## config.mk

```make
export PLATFORM = sky130hd
export DESIGN_NAME = dbus_master
export DESIGN_NICKNAME = d
export VERILOG_FILES = /design/src/rtl/dbus_master.sv
export SDC_FILE = /design/constraint.sdc
export NUM_CORES = 1
export LEC_CHECK = 0
export CORE_ASPECT_RATIO = 0.6
export CORE_MARGIN = 3
export CORE_UTILIZATION = 25
export DETAILED_ROUTE_END_ITERATION = 10
export PLACE_DENSITY = 0.61
export SKIP_CTS_REPAIR_TIMING = 1
export SLEW_MARGIN = 20
export SYNTH_ARGS = -nofsm -noshare
export SYNTH_HDL_FRONTEND = slang
export SYNTH_SLANG_ARGS = --single-unit
```

## constraint.sdc

```tcl
create_clock -name Clk -period 3.6 [get_ports Clk]
set_clock_uncertainty 0.2 [all_clocks]
set_input_delay 0.72 -clock Clk [delete_from_list [all_inputs] [get_ports Clk]]
set_output_delay 0.72 -clock Clk [all_outputs]
set_load 0.02 [all_outputs]
```

## src/rtl/dbus_master.sv

```systemverilog
// dbus_master: MEM-stage data-bus initiator with read-modify-write sub-word stores.
// Optional miss timeout abort when DBUS_TIMEOUT_EN is defined.
module dbus_master #(
  parameter int ADDR_WIDTH     = 32,
  parameter int TIMEOUT_CYCLES = 255
) (
  input  logic                  Clk,
  input  logic                  Rst,
  input  logic                  req_valid,
  input  logic                  req_we,
  input  logic [1:0]            req_size,
  input  logic                  req_signed,
  input  logic [ADDR_WIDTH-1:0] req_addr,
  input  logic [31:0]           req_wdata,
  output logic                  busy,
  output logic                  done,
  output logic                  err,
  output logic [31:0]           rdata,
  output logic                  dbus_en,
  output logic                  dbus_rw,
  output logic [ADDR_WIDTH-1:0] dbus_addr,
  output logic [31:0]           dbus_wdata,
  input  logic [31:0]           dbus_rdata,
  input  logic                  dbus_miss
);
  typedef enum logic [2:0] {IDLE, RD, RMW_RD, WR, DONE} state_t;
  state_t                state_q, state_d;
  logic                  busy_q, busy_d, done_q, done_d, err_q, err_d, en_q, en_d, rw_q, rw_d;
  logic [ADDR_WIDTH-1:0] addr_q, addr_d;
  logic [31:0]           wdata_q, wdata_d, rdata_q, rdata_d;
  logic                  mis, tmo;
  logic [4:0]            sh;
  logic [7:0]            lb;
  logic [15:0]           lh;
  logic [31:0]           mask, merged, load;
  assign mis = (req_size == 2'b11) | ((req_size == 2'b01) & req_addr[0]) |
               ((req_size == 2'b10) & (|req_addr[1:0]));
  assign sh = (req_size == 2'b00) ? {req_addr[1:0], 3'b000} : {req_addr[1], 4'b0000};
  assign lb = dbus_rdata[{req_addr[1:0], 3'b000} +: 8];
  assign lh = dbus_rdata[{req_addr[1], 4'b0000} +: 16];
  assign load = (req_size == 2'b00) ? {{24{req_signed & lb[7]}}, lb} :
                (req_size == 2'b01) ? {{16{req_signed & lh[15]}}, lh} : dbus_rdata;
  assign mask = ((req_size == 2'b00) ? 32'h0000_00ff : 32'h0000_ffff) << sh;
  assign merged = (dbus_rdata & ~mask) | ((req_wdata << sh) & mask);
`ifdef DBUS_TIMEOUT_EN
  logic [15:0] cnt_q, cnt_d;
  // Counter restarts whenever the state changes, so each bus phase gets its own budget
  assign cnt_d = (state_d != state_q) ? '0 : cnt_q + 16'(busy_q & dbus_miss);
  assign tmo = busy_q & dbus_miss & (cnt_q + 16'd1 == 16'(TIMEOUT_CYCLES));
`else
  assign tmo = 1'b0;
`endif
  always_comb begin
    state_d = state_q;
    busy_d  = busy_q;
    done_d  = 1'b0;
    err_d   = 1'b0;
    en_d    = en_q;
    rw_d    = rw_q;
    addr_d  = addr_q;
    wdata_d = wdata_q;
    rdata_d = rdata_q;
    case (state_q)
      IDLE: if (req_valid) begin
        if (mis) begin
          state_d = DONE;
          done_d  = 1'b1;
          err_d   = 1'b1;
        end else begin
          state_d = !req_we ? RD : (req_size == 2'b10) ? WR : RMW_RD;
          busy_d  = 1'b1;
          en_d    = 1'b1;
          rw_d    = req_we & (req_size == 2'b10);
          addr_d  = {req_addr[ADDR_WIDTH-1:2], 2'b00};
          wdata_d = req_wdata;
        end
      end
      RD, RMW_RD, WR: if (tmo || !dbus_miss) begin
        if (!tmo && state_q == RMW_RD) begin
          state_d = WR;
          rw_d    = 1'b1;
          wdata_d = merged;
        end else begin
          state_d = DONE;
          done_d  = 1'b1;
          err_d   = tmo;
          busy_d  = 1'b0;
          en_d    = 1'b0;
          rw_d    = 1'b0;
          rdata_d = (!tmo && state_q == RD) ? load : rdata_q;
        end
      end
      default: state_d = IDLE;
    endcase
  end
  always_ff @(posedge Clk) begin
    if (Rst) begin
      state_q <= IDLE;
      busy_q  <= 1'b0;
      done_q  <= 1'b0;
      err_q   <= 1'b0;
      en_q    <= 1'b0;
      rw_q    <= 1'b0;
      addr_q  <= '0;
      wdata_q <= '0;
      rdata_q <= '0;
`ifdef DBUS_TIMEOUT_EN
      cnt_q   <= '0;
`endif
    end else begin
      state_q <= state_d;
      busy_q  <= busy_d;
      done_q  <= done_d;
      err_q   <= err_d;
      en_q    <= en_d;
      rw_q    <= rw_d;
      addr_q  <= addr_d;
      wdata_q <= wdata_d;
      rdata_q <= rdata_d;
`ifdef DBUS_TIMEOUT_EN
      cnt_q   <= cnt_d;
`endif
    end
  end
  assign busy       = busy_q;
  assign done       = done_q;
  assign err        = err_q;
  assign rdata      = rdata_q;
  assign dbus_en    = en_q;
  assign dbus_rw    = rw_q;
  assign dbus_addr  = addr_q;
  assign dbus_wdata = wdata_q;
endmodule

```

==> impl_metrics.json, run 1 <==
{
  "status": "finished, final reports clean",
  "rsz0062_at_grt": "no",
  "fin_crit_sh": 0.7825,
  "clock_latency_ns": 0.34,
  "muxShareOfSynthArea": 0.08759,
  "root_buffer": "clkbuf_16",
  "hold_viol_final": 0,
  "grt_max_degree": 57,
  "vias": 5206,
  "n_antenna_cell": 0,
  "synth_top_family_by_area": "compound AO/OA/AOI/OAI gates",
  "power_density_nw_per_um2": 412.7,
  "maxSlewViolCount": 0,
  "crit_type": "in -> reg",
  "die_area_sq_um": 22090,
  "end_kind": "flip-flop",
  "setup_tns_ns": 0,
  "worst_slack_ns": 0.7831,
  "dp_hpwl_mm": 15.81,
  "yosysWarnings": 0,
  "viasPerCell": 5.084,
  "ios": 205,
  "final_util": 0.3894,
  "place_area_sq_um": 7295,
  "wire_per_inst_microns": 20.28,
  "register_area_sq_um": 2022,
  "core_area_sq_um": 19470,
  "hold_start": "dbus_addr[18]$_SDFFE_PP0P_",
  "worstSetupStartpointType": "input port",
  "syn2layout_area_growth_pct": 49.49,
  "drt-initial-drc-count": 488,
  "final_common_cell": "clkdlybuf4s50_1",
  "setup_viol": 0,
  "reg2reg_setup_slack_ns": 1.22,
  "fmaxAchievable_mhz": 355.0,
  "p_leak_uw": 0.002735,
  "drive_above_1_share": 0.1095,
  "hold_path_class": "reg -> reg",
  "synthXorXnorAreaFrac": 0,
  "cts_tree": "done",
  "tightest_slew_ns": 0.6983,
  "required_ns": 3.70,
  "synth_top_area_share": 0.3987,
  "syn_avg_cell_area_sq_um": 8.835,
  "io_buffers": 202,
  "synth-seq-cells": 101,
  "yosys.area_share.simple": 0.1695,
  "cp_max_fo": 6,
  "path_clk_slew_ns": 0.08,
  "first_pass_iters": 5,
  "initial_core_util": 0.2605,
  "worstPathArrival_ns": 2.92,
  "synth_edf_count": 0,
  "grt_pass1_vias": 4786,
  "yosysSeqAreaShare": 0.3987,
  "synthArstFlopShare": 0,
  "final_cell_area_sq_um": 7581,
  "synth_flop_cell": "dfxtp_1",
  "yosysTopAreaCell": "dfxtp_1",
  "critPathLaunch": "dbus_miss",
  "synth.area.top_cells": "dfxtp_1 40%, nand2_1 7.0%, a21oi_1 5.0%",
  "final_cell_mix": "201 x clkdlybuf4s50_1, 101 x dfxtp_1, 94 x nand2_1, 51 x a21oi_1, 40 x nor2_1",
  "synthAdderAreaFrac": 0,
  "nNetsFinal": 857,
  "die_w_microns": 189.9,
  "grt_use_total": 0.1802,
  "grt-ovfl-total": 0,
  "place.gp.congestion": 0.8703,
  "whs_ns": 0.2554,
  "relSlewSlack": 0.5345,
  "rows": 39,
  "synth_compound_area_frac": 0.2756,
  "fp.dieH_microns": 116.3,
  "reg2reg_from": "state_q[2]$_SDFFE_PP0P_",
  "cts.sinks": 101,
  "vdd_drop_max_mv": 0.2346,
  "syn_inst": 574,
  "antenna_found_initial": 0,
  "htreeDepth": 3,
  "syn_area_sq_um": 5071,
  "drv_cap": 0,
  "fin_crit_ns": 2.817,
  "multi_input_comb_area_sq_um": 2731,
  "antenna_left": 0,
  "numCtsBuffers": 9,
  "drcViolationCount": 0,
  "cts_buffer_depth": 2,
  "grt_pass1_wl_mm": 30.29,
  "synth.distinct_cells": 54,
  "wirelength_mm": 20.76,
  "place_ws_ns": 0.4571,
  "fillerInstances": 1970
}
==> final timing paths <==
| check | endpoint | cells after the start |
|---|---|---|
| setup / recovery | rdata[7]$_SDFFE_PP0P_ | 5 |
| hold / removal | dbus_addr[18]$_SDFFE_PP0P_ | 2 |
| setup reg to reg | dbus_wdata[1]$_SDFFE_PP0P_ | 5 |
| hold reg to reg | dbus_addr[18]$_SDFFE_PP0P_ | 2 |
==> final cells by class <==
cell class                      count  share of cell area
Inverter                            5            0.002476
Clock buffer                       10             0.03152
Sequential cell                   101              0.2667
Timing Repair Buffer              225              0.2888
Clock inverter                      6            0.006272
Tap cell                          266             0.04390
Multi-Input combinational cell    411              0.3603
==> cells in the mapped netlist, types with 2 or more instances <==
| library cell | number |
|---|---|
| buf_2 | 20 |
| dfxtp_1 | 101 |
| a2111oi_2 | 2 |
| nor2b_1 | 8 |
| o221ai_1 | 16 |
| mux2i_1 | 23 |
| o21ai_0 | 23 |
| a311oi_2 | 5 |
| inv_1 | 3 |
| nor2_1 | 40 |
| o21ai_1 | 4 |
| o41ai_1 | 9 |
| mux2_2 | 3 |
| nand4_1 | 9 |
| a21oi_1 | 51 |
| o31ai_1 | 8 |
| buf_6 | 7 |
| nor3_1 | 19 |
| nor4_1 | 2 |
| a31oi_4 | 2 |
| a311oi_1 | 11 |
| or3b_1 | 2 |
| o211a_1 | 7 |
| clkbuf_1 | 23 |
| or2_1 | 2 |
| a211oi_1 | 18 |
| a31o_2 | 13 |
| a31o_1 | 3 |
| a2111oi_0 | 7 |
| nand2_1 | 94 |
| buf_4 | 8 |
| mux4_2 | 8 |
| o21a_1 | 2 |
==> where the power goes <==
group | switching, uW | internal [uW] | total, uW
Combinational | 487 | 410 | 897
Clock | 472 | 494 | 966
Sequential | 60.9 | 1210 | 1270
==> layer usage <==
metal | track usage | vias up | wire [microns]
li1 | - | 2493 | -
met1 | 0.2810 | 2425 | 10200
met2 | 0.2376 | 277 | 8013
met3 | 0.05939 | 11 | 2412
met4 | 0.03100 | 0 | 134
met5 | 0 | - | 0
==> stage by stage <==
step | power [uW] | instances
6_report | 3129 | 1024
5_1_grt | 3272 | 1024
4_1_cts | 3156 | 1024
3_5_place_dp | 2178 | 1008
3_3_place_gp | 2175 | 1008
2_1_floorplan | 1753 | 575
==> critical path: stages <==
cell and delay [ns]:
clkdlybuf4s50_1 0.55, or4b_1 0.69, a2111oi_0 0.63, buf_4 0.23, a31o_2 0.10
==> state kept, by name, indices dropped and copies added (netlist names) <==
name        flops
dbus_addr      30
dbus_en         1
dbus_rw         1
dbus_wdata     32
done            1
err             1
rdata          32
state_q         3
==> kinds of logic after synthesis <==
logic type | Yosys count
flops | 101
simple gates | 188
other cells | 1
compound gates | 187
mux | 34
buf+inv | 63
No activity file was read; power rests on OpenSTA's default activity.
==> run 2, diff against run 1 <==
clock period = 2.85 ns   (was 3.6 ns; I/O delays follow)
==> run 2 against run 1 <==
  * Critical path depth rose by 2
  * Non-clock buffer count rose by 19
  * Utilization rose by 1.2 points
  * Total power rose by 27%
  * Hold slack improved by 0.00074 ns
  * Largest cell class unchanged
  * Largest power group unchanged
==> impl_metrics.json, run 2 (synthesized netlist as in run 1, its figures left out) <==
{
  "status": "finished, final reports clean",
  "viasPerCell": 5.063,
  "met1_usage": 0.2862,
  "worstSetupStartpointType": "input port",
  "end_kind": "flip-flop",
  "p_leak_uw": 0.002857,
  "ios": 205,
  "path_clk_slew_ns": 0.08,
  "grt_max_degree": 39,
  "crit_type": "in -> reg",
  "wirelength_mm": 20.80,
  "antenna_found_initial": 0,
  "pwr-share-clk": 0.304,
  "final_common_cell": "clkdlybuf4s50_1",
  "place.gp.congestion": 0.9113,
  "htreeDepth": 3,
  "grt-ovfl-total": 0,
  "drive_above_1_share": 0.1302,
  "top_usage_layer": "met1",
  "grt_pass1_vias": 4981,
  "drv_cap": 0,
  "intPower_uw": 2676,
  "grt_util_met3": 0.06119,
  "cts.sinks": 101,
  "fillerInstances": 1929,
  "final_cells": 1043,
  "syn2layout_area_growth_pct": 53.96,
  "final_cell_mix": "201 x clkdlybuf4s50_1, 101 x dfxtp_1, 94 x nand2_1, 51 x a21oi_1, 40 x nor2_1",
  "combinationalPowerShare": 0.294,
  "cts_buffer_depth": 2,
  "final_util": 0.4010,
  "met2_usage": 0.2419,
  "vdd_drop_max_mv": 0.3055,
  "antenna_left": 0,
  "die_w_microns": 189.9,
  "first_pass_iters": 5,
  "relSlewSlack": 0.5437,
  "placed_cells": 1027,
  "fmaxAchievable_mhz": 387.9,
  "rows": 39,
  "grt_use_total": 0.1846,
  "power_density_nw_per_um2": 508.8,
  "power.switching_fraction": 0.3263,
  "power_switching_uw": 1296,
  "drcViolationCount": 0,
  "hold_path_class": "reg -> reg",
  "vias": 5281,
  "fin_crit_sh": 0.9046,
  "nNetsFinal": 876,
  "cp_max_fo": 20,
  "initial_core_util": 0.2605,
  "fin_crit_ns": 2.578,
  "hold_viol_final": 0,
  "root_buffer": "clkbuf_16",
  "worstPathArrival_ns": 2.68,
  "fp.dieH_microns": 116.3,
  "clock_latency_ns": 0.35,
  "io_buffers": 202,
  "setup_viol": 0,
  "dp_hpwl_mm": 16.11,
  "required_ns": 2.95,
  "drt-initial-drc-count": 443,
  "cts_tree": "done",
  "core_area_sq_um": 19470,
  "grt_pass1_wl_mm": 30.90,
  "maxSlewViolCount": 0,
  "numCtsBuffers": 9,
  "wire_per_inst_microns": 19.94,
  "seqPwrFrac": 0.402,
  "tightest_slew_ns": 0.6672,
  "rsz0062_at_grt": "no",
  "die_area_sq_um": 22090,
  "reg2reg_setup_slack_ns": 0.43
}
## run 2: cell count changes in the layout (fill, tap and decap cells not counted), sizes merged
cell,delta
buf,+19
inv,+3
clkinv,-2
clkbuf,-1
clkinvlp,-1
diode,+1
## run 2: worst paths after layout
check | from | end | cells after the start
setup reg to reg | state_q[2]$_SDFFE_PP0P_ | rdata[3]$_SDFFE_PP0P_ | 5
hold reg to reg | dbus_addr[4]$_SDFFE_PP0P_ | dbus_addr[4]$_SDFFE_PP0P_ | 2
hold / removal | dbus_addr[4]$_SDFFE_PP0P_ | dbus_addr[4]$_SDFFE_PP0P_ | 2
setup / recovery | req_size[0] | rdata[3]$_SDFFE_PP0P_ | 7
## run 2: power by group through the flow
stage / sequential (uW) / combinational, uW / clock [uW]
floorplan: 1740 / 476 / 0
global placement: 1630 / 1160 / 0
detailed placement: 1630 / 1160 / 0
CTS: 1600 / 1160 / 1250
global route: 1610 / 1250 / 1320
finish: 1600 / 1170 / 1210
## run 2: routing by layer
metal	wire, microns	up-vias	share of wire
met3	2143	25	0.10
met2	7975	246	0.38
met1	10410	2480	0.50
li1	-	2530	-
met5	0	-	0
met4	274	0	0.013
## run 2: critical path: stages
cell             delay, ns
clkdlybuf4s50_1       0.63
or2_1                 0.31
buf_12                0.19
nor2_1                0.05
a2111oi_0             0.62
buf_4                 0.21
a31o_1                0.08
## run 2: cell type report
class	instances	area [sq um]	area share
Antenna cell	1	2.502	0.0003205
Clock buffer	9	225.2	0.02885
Clock inverter	6	55.05	0.007051
Inverter	5	18.77	0.002404
Multi-Input combinational cell	411	2731	0.3498
Sequential cell	101	2022	0.2590
Tap cell	266	332.8	0.04263
Timing Repair Buffer	244	2420	0.3099
## run 2: metrics by stage
stage          setup TNS [ns]  cell area, sq um  hold WS (ns)  worst slack (ns)  power [uW]
2_1_floorplan               0              5075        0.3332            0.7664        2215
3_3_place_gp          -0.1034              7525        0.2413           -0.1034        2787
3_5_place_dp         -0.09702              7525        0.2473          -0.09702        2788
4_1_cts                     0              7805        0.2584            0.2553        4015
5_1_grt                     0              7805        0.2733            0.1208        4178
6_report                    0              7807        0.2561            0.2719        3972
==> run 3, diff against run 2 <==
CORE_MARGIN = 1.5   (was 3)
==> run 3 against run 2 <==
  * Sequential share of layout area decreased by 0.25 points
  * Setup slack got worse by 0.072 ns
  * Total power is 0.96% higher
  * Global-route usage up 0.88 points
  * Final area rose by 0.96%
  * Maximum frequency shrank 2.7%
  * First-iteration DRC count is 33% higher
  * Critical path type unchanged
  * Largest cell class unchanged
==> impl_metrics.json, run 3 (synthesized netlist as in run 1, its figures left out) <==
{
  "grt_pass1_vias": 4968,
  "fp.dieH_microns": 113.3,
  "drt-initial-drc-count": 591,
  "final_cell_mix": "201 x clkdlybuf4s50_1, 101 x dfxtp_1, 94 x nand2_1, 51 x a21oi_1, 43 x buf_4",
  "fmaxAchievable_mhz": 377.3,
  "critPathLaunch": "req_addr[1]",
  "path_clk_slew_ns": 0.08,
  "fin_crit_ns": 2.650,
  "initial_core_util": 0.2546,
  "worstPathCellList": "clkdlybuf4s50_1 > buf_12 > nand3b_1 > buf_12 > mux2i_1 > a2111oi_0 > buf_4 > a31o_1",
  "relSlewSlack": 0.4833,
  "grt_max_degree": 39,
  "rsz0062_at_grt": "no",
  "grt_pass1_wl_mm": 31.02,
  "status": "finished, final reports clean",
  "syn2layout_area_growth_pct": 55.44,
  "numCtsBuffers": 9,
  "final_util": 0.3957,
  "nNetsFinal": 884,
  "maxSlewViolCount": 0,
  "hold_viol_final": 0,
  "end_kind": "flip-flop",
  "htreeDepth": 3,
  "first_pass_iters": 5,
  "crit_path_max_incr_delay_ns": 0.71,
  "io_buffers": 202,
  "crit_type": "in -> reg",
  "grt-ovfl-total": 0,
  "drive_above_1_share": 0.1389,
  "finalPower_uw": 4011,
  "path_common_cell": "buf_12",
  "path_buf_inv": 4,
  "reg2reg_from": "state_q[1]$_SDFFE_PP0P_",
  "vias": 5365,
  "top_layer_used": "met5",
  "tightest_slew_ns": 0.7555,
  "place.gp.congestion": 0.9545,
  "cts_buffer_depth": 2,
  "wl_met3_mm": 1.883,
  "viasPerCell": 5.071,
  "crit_family": "buffers and inverters",
  "root_buffer": "clkbuf_16",
  "die_w_microns": 186.9,
  "core_area_sq_um": 19920,
  "dr_wl_met2_mm": 8.208,
  "m1WireLength_mm": 10.40,
  "hold_path_class": "reg -> reg",
  "wirelength_mm": 20.75,
  "ios": 205,
  "n_antenna_cell": 0,
  "clock_latency_ns": 0.36,
  "grt_use_total": 0.1934,
  "p_leak_uw": 0.002891,
  "hold_start": "dbus_addr[26]$_SDFFE_PP0P_",
  "cts_tree": "done",
  "cp_max_fo": 21,
  "die_area_sq_um": 21180,
  "drcViolationCount": 0,
  "final_common_cell": "clkdlybuf4s50_1",
  "antenna_left": 0,
  "power_density_nw_per_um2": 508.8,
  "rows": 40,
  "required_ns": 2.96,
  "dp_hpwl_mm": 15.80,
  "place_area_sq_um": 7594,
  "cts.sinks": 101,
  "final_cells": 1058,
  "fin_crit_sh": 0.9299,
  "worstPathArrival_ns": 2.76,
  "drv_cap": 0,
  "wire_per_inst_microns": 19.61,
  "vdd_drop_max_mv": 0.2999,
  "worstSetupStartpointType": "input port",
  "crit_path_top_delay_cell": "a2111oi_0",
  "placed_cells": 1042,
  "setup_viol": 0,
  "antenna_found_initial": 1,
  "final_cell_area_sq_um": 7883
}
[run 3: cell types whose count changed in the layout (fill, tap and decap cells not counted), sizes merged]
cell	before	now
clkinv	3	1
diode	1	0
buf	43	51
clkbuf	9	10
clkinvlp	0	2
[run 3: path summary, 6_finish.rpt]
path,cells past startpoint,slack (ns),end
setup reg to reg,5,0.32,rdata[3]$_SDFFE_PP0P_
hold / removal,2,0.25,dbus_addr[26]$_SDFFE_PP0P_
hold reg to reg,2,0.25,dbus_addr[26]$_SDFFE_PP0P_
setup / recovery,8,0.20,rdata[3]$_SDFFE_PP0P_
[run 3: per-layer routing]
metal / track usage / vias up
li1: - / 2558
met1: 0.2887 / 2513
met2: 0.2699 / 267
met3: 0.05955 / 25
met4: 0.03548 / 2
met5: 0 / -
[run 3: power breakdown]
| group | switching (uW) | internal (uW) |
|---|---|---|
| Sequential | 76.4 | 1520 |
| Clock | 620 | 610 |
| Combinational | 624 | 558 |
| Total | 1320 | 2690 |
[run 3: per-stage QoR]
stage | setup slack, ns | hold WS [ns] | setup TNS [ns]
after detailed placement | -0.04271 | 0.2470 | -0.04271
after floorplan | 0.7664 | 0.3332 | 0
after global placement | -0.1305 | 0.2423 | -0.2277
final | 0.1999 | 0.2525 | 0
after global routing | 0.1489 | 0.2681 | 0
after CTS | 0.3014 | 0.2582 | 0
[run 3: worst reg2reg max path, stage by stage (launching register included)]
cell	delay, ns
dfxtp_1	0.46
or4b_1	0.62
buf_4	0.22
a2111oi_0	0.68
buf_4	0.23
a31o_1	0.09
[run 3: final cells by class]
cell class                 count  area, sq um
clock buffer                  10        229.0
clock inverter                 6        52.55
fill                        2032        12040
inverter                       5        18.77
multi-input combinational    411         2739
sequential                   101         2022
tap                          273        341.6
timing repair buffer         252         2480
